===== src/rtl/mult_arb_pkg.sv =====
// Shared types and constants for the two-port arbiter that fronts one
// 4x4 multiplier.
package mult_arb_pkg;

  localparam int OPER_W          = 4;
  localparam int PROD_W          = 8;
  localparam int TIMEOUT_DEFAULT = 31;

  typedef enum logic [2:0] {
    IDLE      = 3'd0,
    START     = 3'd1,
    WAIT_BUSY = 3'd2,
    WAIT_DONE = 3'd3,
    RESP      = 3'd4
  } arb_state_t;

endpackage


===== src/rtl/mult_arbiter_if.sv =====
// Requester and multiplier signals of mult_arbiter, bundled for port
// connection. slave is the arbiter's view, master the environment's.
interface mult_arbiter_if;
  import mult_arb_pkg::*;

  // Handshakes: a requester raises req with stable operands and holds them
  // until ack pulses for one cycle; one done pulse (err alongside on a
  // timeout) follows each ack, and res holds until that port's next done.
  // mul_start pulses once per operation; mul_ready drops while the multiplier
  // is busy and rises with a valid mul_out.
  logic              req0;
  logic              req1;
  logic [OPER_W-1:0] a0;
  logic [OPER_W-1:0] b0;
  logic [OPER_W-1:0] a1;
  logic [OPER_W-1:0] b1;
  logic              ack0;
  logic              ack1;
  logic              done0;
  logic              done1;
  logic              err0;
  logic              err1;
  logic [PROD_W-1:0] res0;
  logic [PROD_W-1:0] res1;
  logic              mul_start;
  logic [OPER_W-1:0] mul_a;
  logic [OPER_W-1:0] mul_b;
  logic [PROD_W-1:0] mul_out;
  logic              mul_ready;

  modport slave (
    input  req0, req1, a0, b0, a1, b1, mul_out, mul_ready,
    output ack0, ack1, done0, done1, err0, err1, res0, res1,
           mul_start, mul_a, mul_b
  );

  modport master (
    output req0, req1, a0, b0, a1, b1, mul_out, mul_ready,
    input  ack0, ack1, done0, done1, err0, err1, res0, res1,
           mul_start, mul_a, mul_b
  );

endinterface


===== src/rtl/rr_pick2.sv =====
// Two-way round-robin picker: on a tie the port not granted last wins,
// otherwise the single requester wins. grant is only meaningful if a req is high.
module rr_pick2 (
  input  logic req0,
  input  logic req1,
  input  logic last,
  output logic grant
);

  always_comb begin
    grant = 1'b0;
    if (req0 && req1) begin
      grant = ~last;
    end else if (req1) begin
      grant = 1'b1;
    end
  end

endmodule


===== src/rtl/mult_arbiter.sv =====
// Arbitrates two requesters onto one shared multiplier, with a timeout that
// reports err and a zero product if the multiplier never answers.
module mult_arbiter
  import mult_arb_pkg::*;
#(
  parameter int TIMEOUT = TIMEOUT_DEFAULT
) (
  input  logic           clk,
  input  logic           rst,
  mult_arbiter_if.slave  bus,
  output arb_state_t     fsm_state
);

  localparam int                CNT_W    = $clog2(TIMEOUT + 1);
  localparam logic [CNT_W-1:0]  CNT_LAST = CNT_W'(TIMEOUT - 1);

  arb_state_t        state;
  arb_state_t        state_next;
  logic              ptr_last;
  logic              winner;
  logic              grant;
  logic              any_req;
  logic              take;
  logic              complete;
  logic              timed_out;
  logic [CNT_W-1:0]  cnt;
  logic [OPER_W-1:0] op_a;
  logic [OPER_W-1:0] op_b;
  logic [1:0]        ack_q;
  logic [1:0]        done_q;
  logic [1:0]        err_q;
  logic [PROD_W-1:0] res0_q;
  logic [PROD_W-1:0] res1_q;

  assign any_req = bus.req0 | bus.req1;

  rr_pick2 u_pick (
    .req0  (bus.req0),
    .req1  (bus.req1),
    .last  (ptr_last),
    .grant (grant)
  );

  always_ff @(posedge clk or negedge rst) begin
    if (!rst) begin
      state <= IDLE;
    end else begin
      state <= state_next;
    end
  end

  // A late product in WAIT_DONE beats the timeout; in WAIT_BUSY the timeout wins.
  always_comb begin
    state_next = state;
    take       = 1'b0;
    complete   = 1'b0;
    timed_out  = 1'b0;
    case (state)
      IDLE: begin
        if (any_req) begin
          take       = 1'b1;
          state_next = START;
        end
      end
      START: state_next = WAIT_BUSY;
      WAIT_BUSY: begin
        if (cnt == CNT_LAST) begin
          timed_out  = 1'b1;
          state_next = RESP;
        end else if (!bus.mul_ready) begin
          state_next = WAIT_DONE;
        end
      end
      WAIT_DONE: begin
        if (bus.mul_ready) begin
          complete   = 1'b1;
          state_next = RESP;
        end else if (cnt == CNT_LAST) begin
          timed_out  = 1'b1;
          state_next = RESP;
        end
      end
      RESP:    state_next = IDLE;
      default: state_next = IDLE;
    endcase
  end

  always_ff @(posedge clk or negedge rst) begin
    if (!rst) begin
      ptr_last <= 1'b1;
      winner   <= 1'b0;
      cnt      <= '0;
      op_a     <= '0;
      op_b     <= '0;
      ack_q    <= 2'b00;
      done_q   <= 2'b00;
      err_q    <= 2'b00;
      res0_q   <= '0;
      res1_q   <= '0;
    end else begin
      ack_q  <= 2'b00;
      done_q <= 2'b00;
      err_q  <= 2'b00;
      if (take) begin
        winner   <= grant;
        ptr_last <= grant;
        op_a     <= grant ? bus.a1 : bus.a0;
        op_b     <= grant ? bus.b1 : bus.b0;
        ack_q    <= grant ? 2'b10 : 2'b01;
        cnt      <= '0;
      end else if (state == WAIT_BUSY || state == WAIT_DONE) begin
        cnt <= cnt + CNT_W'(1);
      end
      if (complete || timed_out) begin
        done_q <= winner ? 2'b10 : 2'b01;
        if (timed_out) begin
          err_q <= winner ? 2'b10 : 2'b01;
        end
        if (winner) begin
          res1_q <= complete ? bus.mul_out : '0;
        end else begin
          res0_q <= complete ? bus.mul_out : '0;
        end
      end
    end
  end

  assign bus.ack0      = ack_q[0];
  assign bus.ack1      = ack_q[1];
  assign bus.done0     = done_q[0];
  assign bus.done1     = done_q[1];
  assign bus.err0      = err_q[0];
  assign bus.err1      = err_q[1];
  assign bus.res0      = res0_q;
  assign bus.res1      = res1_q;
  assign bus.mul_start = (state == START);
  assign bus.mul_a     = op_a;
  assign bus.mul_b     = op_b;
  assign fsm_state     = state;

endmodule

===== src/flat_wrapper.sv =====
// flat-port wrapper written by rule: the top's interface ports become plain ports
module mult_arbiter_flat import mult_arb_pkg::*;
#(
  parameter int TIMEOUT = TIMEOUT_DEFAULT
)
  (clk, rst, fsm_state, bus_req0, bus_req1, bus_a0, bus_b0, bus_a1, bus_b1, bus_mul_out, bus_mul_ready, bus_ack0, bus_ack1, bus_done0, bus_done1, bus_err0, bus_err1, bus_res0, bus_res1, bus_mul_start, bus_mul_a, bus_mul_b);
  mult_arbiter_if bus_i ();
  input  logic clk;
  input  logic rst;
  output arb_state_t fsm_state;
  input wire logic [$bits(bus_i.req0)-1:0] bus_req0;
  input wire logic [$bits(bus_i.req1)-1:0] bus_req1;
  input wire logic [$bits(bus_i.a0)-1:0] bus_a0;
  input wire logic [$bits(bus_i.b0)-1:0] bus_b0;
  input wire logic [$bits(bus_i.a1)-1:0] bus_a1;
  input wire logic [$bits(bus_i.b1)-1:0] bus_b1;
  input wire logic [$bits(bus_i.mul_out)-1:0] bus_mul_out;
  input wire logic [$bits(bus_i.mul_ready)-1:0] bus_mul_ready;
  output wire logic [$bits(bus_i.ack0)-1:0] bus_ack0;
  output wire logic [$bits(bus_i.ack1)-1:0] bus_ack1;
  output wire logic [$bits(bus_i.done0)-1:0] bus_done0;
  output wire logic [$bits(bus_i.done1)-1:0] bus_done1;
  output wire logic [$bits(bus_i.err0)-1:0] bus_err0;
  output wire logic [$bits(bus_i.err1)-1:0] bus_err1;
  output wire logic [$bits(bus_i.res0)-1:0] bus_res0;
  output wire logic [$bits(bus_i.res1)-1:0] bus_res1;
  output wire logic [$bits(bus_i.mul_start)-1:0] bus_mul_start;
  output wire logic [$bits(bus_i.mul_a)-1:0] bus_mul_a;
  output wire logic [$bits(bus_i.mul_b)-1:0] bus_mul_b;
  assign bus_i.req0 = bus_req0;
  assign bus_i.req1 = bus_req1;
  assign bus_i.a0 = bus_a0;
  assign bus_i.b0 = bus_b0;
  assign bus_i.a1 = bus_a1;
  assign bus_i.b1 = bus_b1;
  assign bus_i.mul_out = bus_mul_out;
  assign bus_i.mul_ready = bus_mul_ready;
  assign bus_ack0 = bus_i.ack0;
  assign bus_ack1 = bus_i.ack1;
  assign bus_done0 = bus_i.done0;
  assign bus_done1 = bus_i.done1;
  assign bus_err0 = bus_i.err0;
  assign bus_err1 = bus_i.err1;
  assign bus_res0 = bus_i.res0;
  assign bus_res1 = bus_i.res1;
  assign bus_mul_start = bus_i.mul_start;
  assign bus_mul_a = bus_i.mul_a;
  assign bus_mul_b = bus_i.mul_b;
  mult_arbiter #(.TIMEOUT(TIMEOUT)) u_core (.clk(clk), .rst(rst), .bus(bus_i), .fsm_state(fsm_state));
endmodule

===== config.mk =====
export PLATFORM = sky130hd
export DESIGN_NAME = mult_arbiter_flat
export DESIGN_NICKNAME = d
export VERILOG_FILES = /design/src/rtl/mult_arb_pkg.sv /design/src/rtl/mult_arbiter_if.sv /design/src/rtl/rr_pick2.sv /design/src/rtl/mult_arbiter.sv /design/src/flat_wrapper.sv
export SDC_FILE = /design/constraint.sdc
export NUM_CORES = 1
export LEC_CHECK = 0
export CORE_MARGIN = 2
export CORE_UTILIZATION = 45
export CTS_CLUSTER_DIAMETER = 120
export DETAILED_ROUTE_END_ITERATION = 7
export PLACE_DENSITY = 0.79
export SLEW_MARGIN = 15
export SYNTH_ARGS = -nofsm -noshare
export SYNTH_HDL_FRONTEND = slang
export SYNTH_SLANG_ARGS = --single-unit

===== constraint.sdc =====
create_clock -name clk -period 2.14 [get_ports clk]
set_input_delay 0.428 -clock clk [delete_from_list [all_inputs] [get_ports clk]]
set_output_delay 0.428 -clock clk [all_outputs]
set_load 0.05 [all_outputs]

# == Word-level counts from Yosys, hierarchy flattened ==
# Index checks and enable logic that the tools add are counted.
# op_classes
n_addsub,1
n_eq_ne,7
muxes,26
n_bitwise,3
reduce_logical,8
# op_table
cell,count
3-bit 2-to-1 mux,5
2-bit 2-to-1 mux,6
3-bit one-hot mux with 4 select lines,1
5-bit 2-to-1 mux,2
1-bit 2-to-1 mux,8
4-bit 2-to-1 mux,2
8-bit 2-to-1 mux,1
"3-bit by 2-bit equality test with 1-bit output, second input constant",2
"3-bit by 2-bit != test with 1-bit output, second input constant",2
"5-bit by 1-bit adder with 5-bit output, second input constant",1
"5-bit equality test, second input constant",1
2-bit AND reduction,2
"3-bit by 1-bit equality test with 1-bit output, second input constant",1
3-bit logical NOT,1
3-bit AND reduction,1
1-bit logical OR,2
"2-bit by 1-bit != test with 1-bit output, second input constant",1
1-bit NOT,2
1-bit one-hot mux with 2 select lines,1
2-bit nonzero test,1
1-bit logical AND,1
1-bit bitwise OR,1
# word_totals
register_bits,40
inputBits,29
output_inout_bits,34
wordCells,56

# == Depth between registers and ports, before layout ==
# logic_depth
ltp_word,6
mapped_depth,6
depth_no_buf,5

# == Hierarchy ==
# From an unflattened synthesis, not the netlist that was laid out.
# unflattened
cells_unflattened,132
hier_area_um2,1754.2
# modules_own_cells
mod,instances,cells_per_inst,area_per_inst_um2,seq_area_each_um2
mult_arbiter,1,131,1742.9,1002.2
rr_pick2,1,1,11.3,0.0

# == Worst setup path after synthesis ==
# OpenSTA, ideal clock, no wires.
# synth_path
kind,register to output
from,"reg u_core.state[2], in the netlist u_core.fsm_state[2]"
to,out bus_mul_start
arrival_time_ns,1.955
t_required_ns,1.712
slack_ns,-0.243
path_stages_with_launch,3
path_buffers,1
path_cell_list,dfrtp_1 > clkbuf_1 > nor3b_1
# synth_between
elab_chain_len,1
# synth_rtl
item,line_no,text
from (decl),mult_arbiter.sv:17,arb_state_t state;
from (signal assigned),mult_arbiter.sv:48,state <= state_next;
3-bit by 1-bit equality test with 1-bit output,mult_arbiter.sv:136,assign bus.mul_start = (state == START);
to (decl),flat_wrapper.sv:27,output wire logic [$bits(bus_i.mul_start)-1:0] bus_mul_start;
# Every way passes these cells.

# == Worst setup path in the final report ==
# layout_path
from,"reg u_core.state[0], in the netlist u_core.fsm_state[0]"
to,out fsm_state[0]
# layout_lines
item,line_no,text
to (decl),flat_wrapper.sv:10,output arb_state_t fsm_state;
# No word-level cell between the ends.

==> impl_summary.txt <==
----------------------------------------------------
[Critical path]
  CP endpoint kind ... output port
  Arrival time of the worst setup path ... around 1.6 ns
  Critical R2R Launch ... u_core.fsm_state[0]
  Cell family with the largest share of critical-path delay ... buffers and inverters
  Nature of the critical path startpoint ... flop
  Required arrival time at the worst endpoint ... ~1.7 ns
  CP max stage cell ... sky130_fd_sc_hd__clkdlybuf4s50_1
  Cell-by-cell listing of the critical path ... clkdlybuf4s50_1
  Start point of the critical path ... u_core.fsm_state[0]
  Peak fanout along the critical path ... 8
  Critical Setup Path Class ... flop to output port
  Peak per-stage delay on the critical path ... approximately 0.84 ns
  Bufs and invs on worst path ... 1

[GRT]
  Global-route wire length before repair ... 7000 microns
  Overflow left after global routing ... 0
  Overall Global Routing Usage ... between 15 and 20%
  Vias in the first global route ... around 1.6k
  Largest net degree at the start of global routing ... 38
  Antenna violations before repair ... 0

[Floorplan]
  Die H ... between 60 and 70 microns
  Starting density of the core ... 47.2%
  Die X ... ~69 microns
  Row cnt ... 23
  Total Die Area ... 4760 sq um
  Ports placed on the boundary ... 63
  Core ar. ... about 4000 sq um

[Worst hold path]
  Type of the tightest min-delay check ... flop to flop
  Hold wc startpoint ... u_core.bus.mul_a[2]

[Routing]
  Final ANT Viol Nets ... 0
  Detailed Route Iter0 Violations ... ~220
  Detailed-route wire length ... around 4200 microns
  DR WL/cell ... about 14 microns
  Post-route DRC ... 0
  Detailed-route vias per instance ... 5.33
  First-pass detailed-route iteration total ... 4
  Vias post-DR ... between 1.5k and 2k

[Placed design]
  HPWL after detailed placement ... around 3100 microns
  Quantity of I/O buffers inserted on ports ... 62
  Global placer's final weighted congestion ... between 0.7 and 0.8
  Post-place instance area ... between 2000 and 3000 sq um

[CTS]
  Latest clock arrival within the worst-skew pair ... 0.28 ns
  # clock sinks ... 40
  Cell chosen for the clock root ... sky130_fd_sc_hd__clkbuf_8
  CTS H-Tree Depth ... 2
  CTS buffer count ... 5
  Maximum clock path buffer count ... 2
  Clock input transition at the sequential cells of the worst setup and hold paths ... ~0.070 ns
  Post-cts sizing count ... 0
  CTS tree ... built

[Logic synthesis]
  Prevailing post-synth register cell ... sky130_fd_sc_hd__dfrtp_1
  Compound-cell area share of the yosys netlist ... 17.4%
  Mapped Cells ... just under 200
  Largest family of logic cells by synthesized area ... simple AND/OR/NAND/NOR gates
  Fraction of the mapped netlist area in simple logic gates ... a little over a fifth
  Library cells used by synthesis ... 36
  Sequential-to-total area share from yosys stat ... ~53%
  Mapped cell area ... ~1900 sq um
  Adder-cell share of the synthesized area ... between 1 and 1.5%
  Synthesized Nets ... 224
  Number of enable-type register cells in the synthesized netlist ... 0
  Fraction of registers with async set/reset ... between 90% and 100%
  Synthesized-area fraction occupied by xor and xnor cells ... less than 1%
  Register bit total from synthesis ... 40
  Syn. warnings ... 0
  Mux contribution to synthesized area ... 0%
  Mean post-synth cell area ... 9.85 sq um

[Cells and area]
  Proportion of layout cells with a drive suffix above 1 ... 10.0%
  Most common library cell in the layout ignoring fill and taps ... sky130_fd_sc_hd__clkdlybuf4s50_1
  Sequential cell area ... approximately 1000 sq um
  ANT cells ... 0
  Commonest cells after routing, fill and taps aside ... 58 x sky130_fd_sc_hd__clkdlybuf4s50_1, 39 x sky130_fd_sc_hd__dfrtp_1, 30 x sky130_fd_sc_hd__nand2_1
  Synthesis-to-finish area growth ... 40.4%
  Number of nets in the finished design ... 290
  Area of all placed cells without fillers ... about 2700 sq um
  Combined area of the multi-input logic cells ... 788 sq um
  Final-layout fill cell count ... around 340

[STA]
  Count of endpoints failing setup in the final report ... 0
  Maximum frequency from static timing analysis ... roughly 500 MHz
  Worst slew margin relative to its limit ... about 65%
  Fraction of the cycle the final worst path needs ... ~93%
  Final Critical Period ... around 2 ns
  Final worst clock skew ... between 0.004 and 0.005 ns
  Count of final hold-check violations ... 0
  Unrepaired setup endpoints after global routing ... false
  Worst-Margin Slew ... 0.520 ns
  Final count of pins violating max slew ... 0
  Setup total negative slack ... 0 ns

[Power and ir drop]
  PD cells ... 1440 nW/um^2
  Peak supply drop ... 809 uV
  Pleak ... 1.21 nW

[Flow run]
  Max cap viols ... 0

[Status]
  Result of the run ... complete, no violations

----------------------------------------------------
-- cells by family after synthesis --
logic type / count (synthesis)
buffers and inverters: 25
AND/OR/NAND/NOR: 80
AO/OA/AOI/OAI: 44
XOR/XNOR: 2
flip-flops: 40
adder cells (fa/ha/maj): 2
-- Yosys cell counts (2+ instances only) --
cell,n,area share [%]
sky130_fd_sc_hd__o21ai_0,10,2.6
sky130_fd_sc_hd__dfrtp_1,39,51
sky130_fd_sc_hd__a21oi_1,4,1.1
sky130_fd_sc_hd__a22oi_1,7,2.8
sky130_fd_sc_hd__and2_1,2,0.66
sky130_fd_sc_hd__a221o_1,8,4.2
sky130_fd_sc_hd__buf_1,3,0.59
sky130_fd_sc_hd__nor2_1,7,1.4
sky130_fd_sc_hd__nand2_1,30,5.9
sky130_fd_sc_hd__or3_1,3,0.99
sky130_fd_sc_hd__a211oi_1,2,0.79
sky130_fd_sc_hd__nor3b_1,2,0.79
sky130_fd_sc_hd__ha_1,2,1.3
sky130_fd_sc_hd__clkbuf_1,5,0.99
sky130_fd_sc_hd__nor2b_1,9,3.0
sky130_fd_sc_hd__nand3_1,8,2.1
sky130_fd_sc_hd__buf_6,2,1.2
sky130_fd_sc_hd__o221ai_1,8,3.7
sky130_fd_sc_hd__inv_1,10,2.0
sky130_fd_sc_hd__nor3_1,8,2.1
sky130_fd_sc_hd__a21o_1,2,0.79
sky130_fd_sc_hd__buf_2,5,1.3
sky130_fd_sc_hd__nand3b_1,4,1.6
-- layout make-up --
| class | instances | share of cell area (%) |
|---|---|---|
| well taps | 50 | 2.34 |
| flip-flops and latches | 40 | 37.6 |
| inverters | 10 | 1.41 |
| repair buffers | 74 | 26.3 |
| clock buffers | 6 | 2.72 |
| multi-input cells | 128 | 29.5 |
| clock inverters | 1 | 0.188 |
-- power breakdown --
group	internal, mW	switching (mW)
clock network	0.222	0.240
logic	0.797	1.37
registers	1.03	0.198
total	2.04	1.81
-- through the flow --
| step | utilization (%) | setup WS (ns) | power, mW | cells | hold WS (ns) |
|---|---|---|---|---|---|
| finish | 66.2 | 0.144 | 3.85 | 309 | 0.521 |
| global placement | 64.1 | 0.322 | 3.37 | 301 | 0.294 |
| floorplan | - | 0.224 | 2.74 | 193 | 0.132 |
| CTS | 66.2 | 0.131 | 3.88 | 309 | 0.521 |
| global route | 66.2 | 0.0666 | 4.11 | 309 | 0.538 |
| detailed placement | 64.1 | 0.256 | 3.41 | 301 | 0.290 |
-- registers in the layout, summed over array words and instances (netlist names) --
| signal | count |
|---|---|
| u_core.bus.res0 | 8 |
| u_core.bus.res1 | 8 |
| u_core.cnt | 5 |
| u_core.bus.mul_a | 4 |
| u_core.bus.mul_b | 4 |
| u_core.fsm_state | 3 |
| u_core.ack_q | 2 |
| u_core.done_q | 2 |
| u_core.err_q | 2 |
| u_core.ptr_last | 1 |
| u_core.winner | 1 |
-- final timing paths --
kind,to,slack [ns],cells after the start
max,fsm_state[0],0.14,1
min,u_core.bus.mul_a[2],0.52,1
max reg2reg,u_core.bus.mul_a[3],0.35,3
min reg2reg,u_core.bus.mul_a[2],0.52,1
max in group asynchronous,u_core.ptr_last,1.04,3
min in group asynchronous,u_core.fsm_state[0],0.53,2
-- metal layers --
metal  up-vias  track usage [%]  routed length [microns]
li1        811                -                        -
met1       770             25.5                     1920
met2        66             32.7                     2000
met3         0             6.98                      326
met4         0             4.66                        0
met5         -                0                        0
-- repair_timing --
item | 4_1_cts | 5_1_grt
hold buffers | 1 | 0
setup buffers | 0 | 0
hold endpoints to repair | 8 | 0
setup endpoints to repair | 0 | 0
No activity file was read; power rests on OpenSTA's default activity.
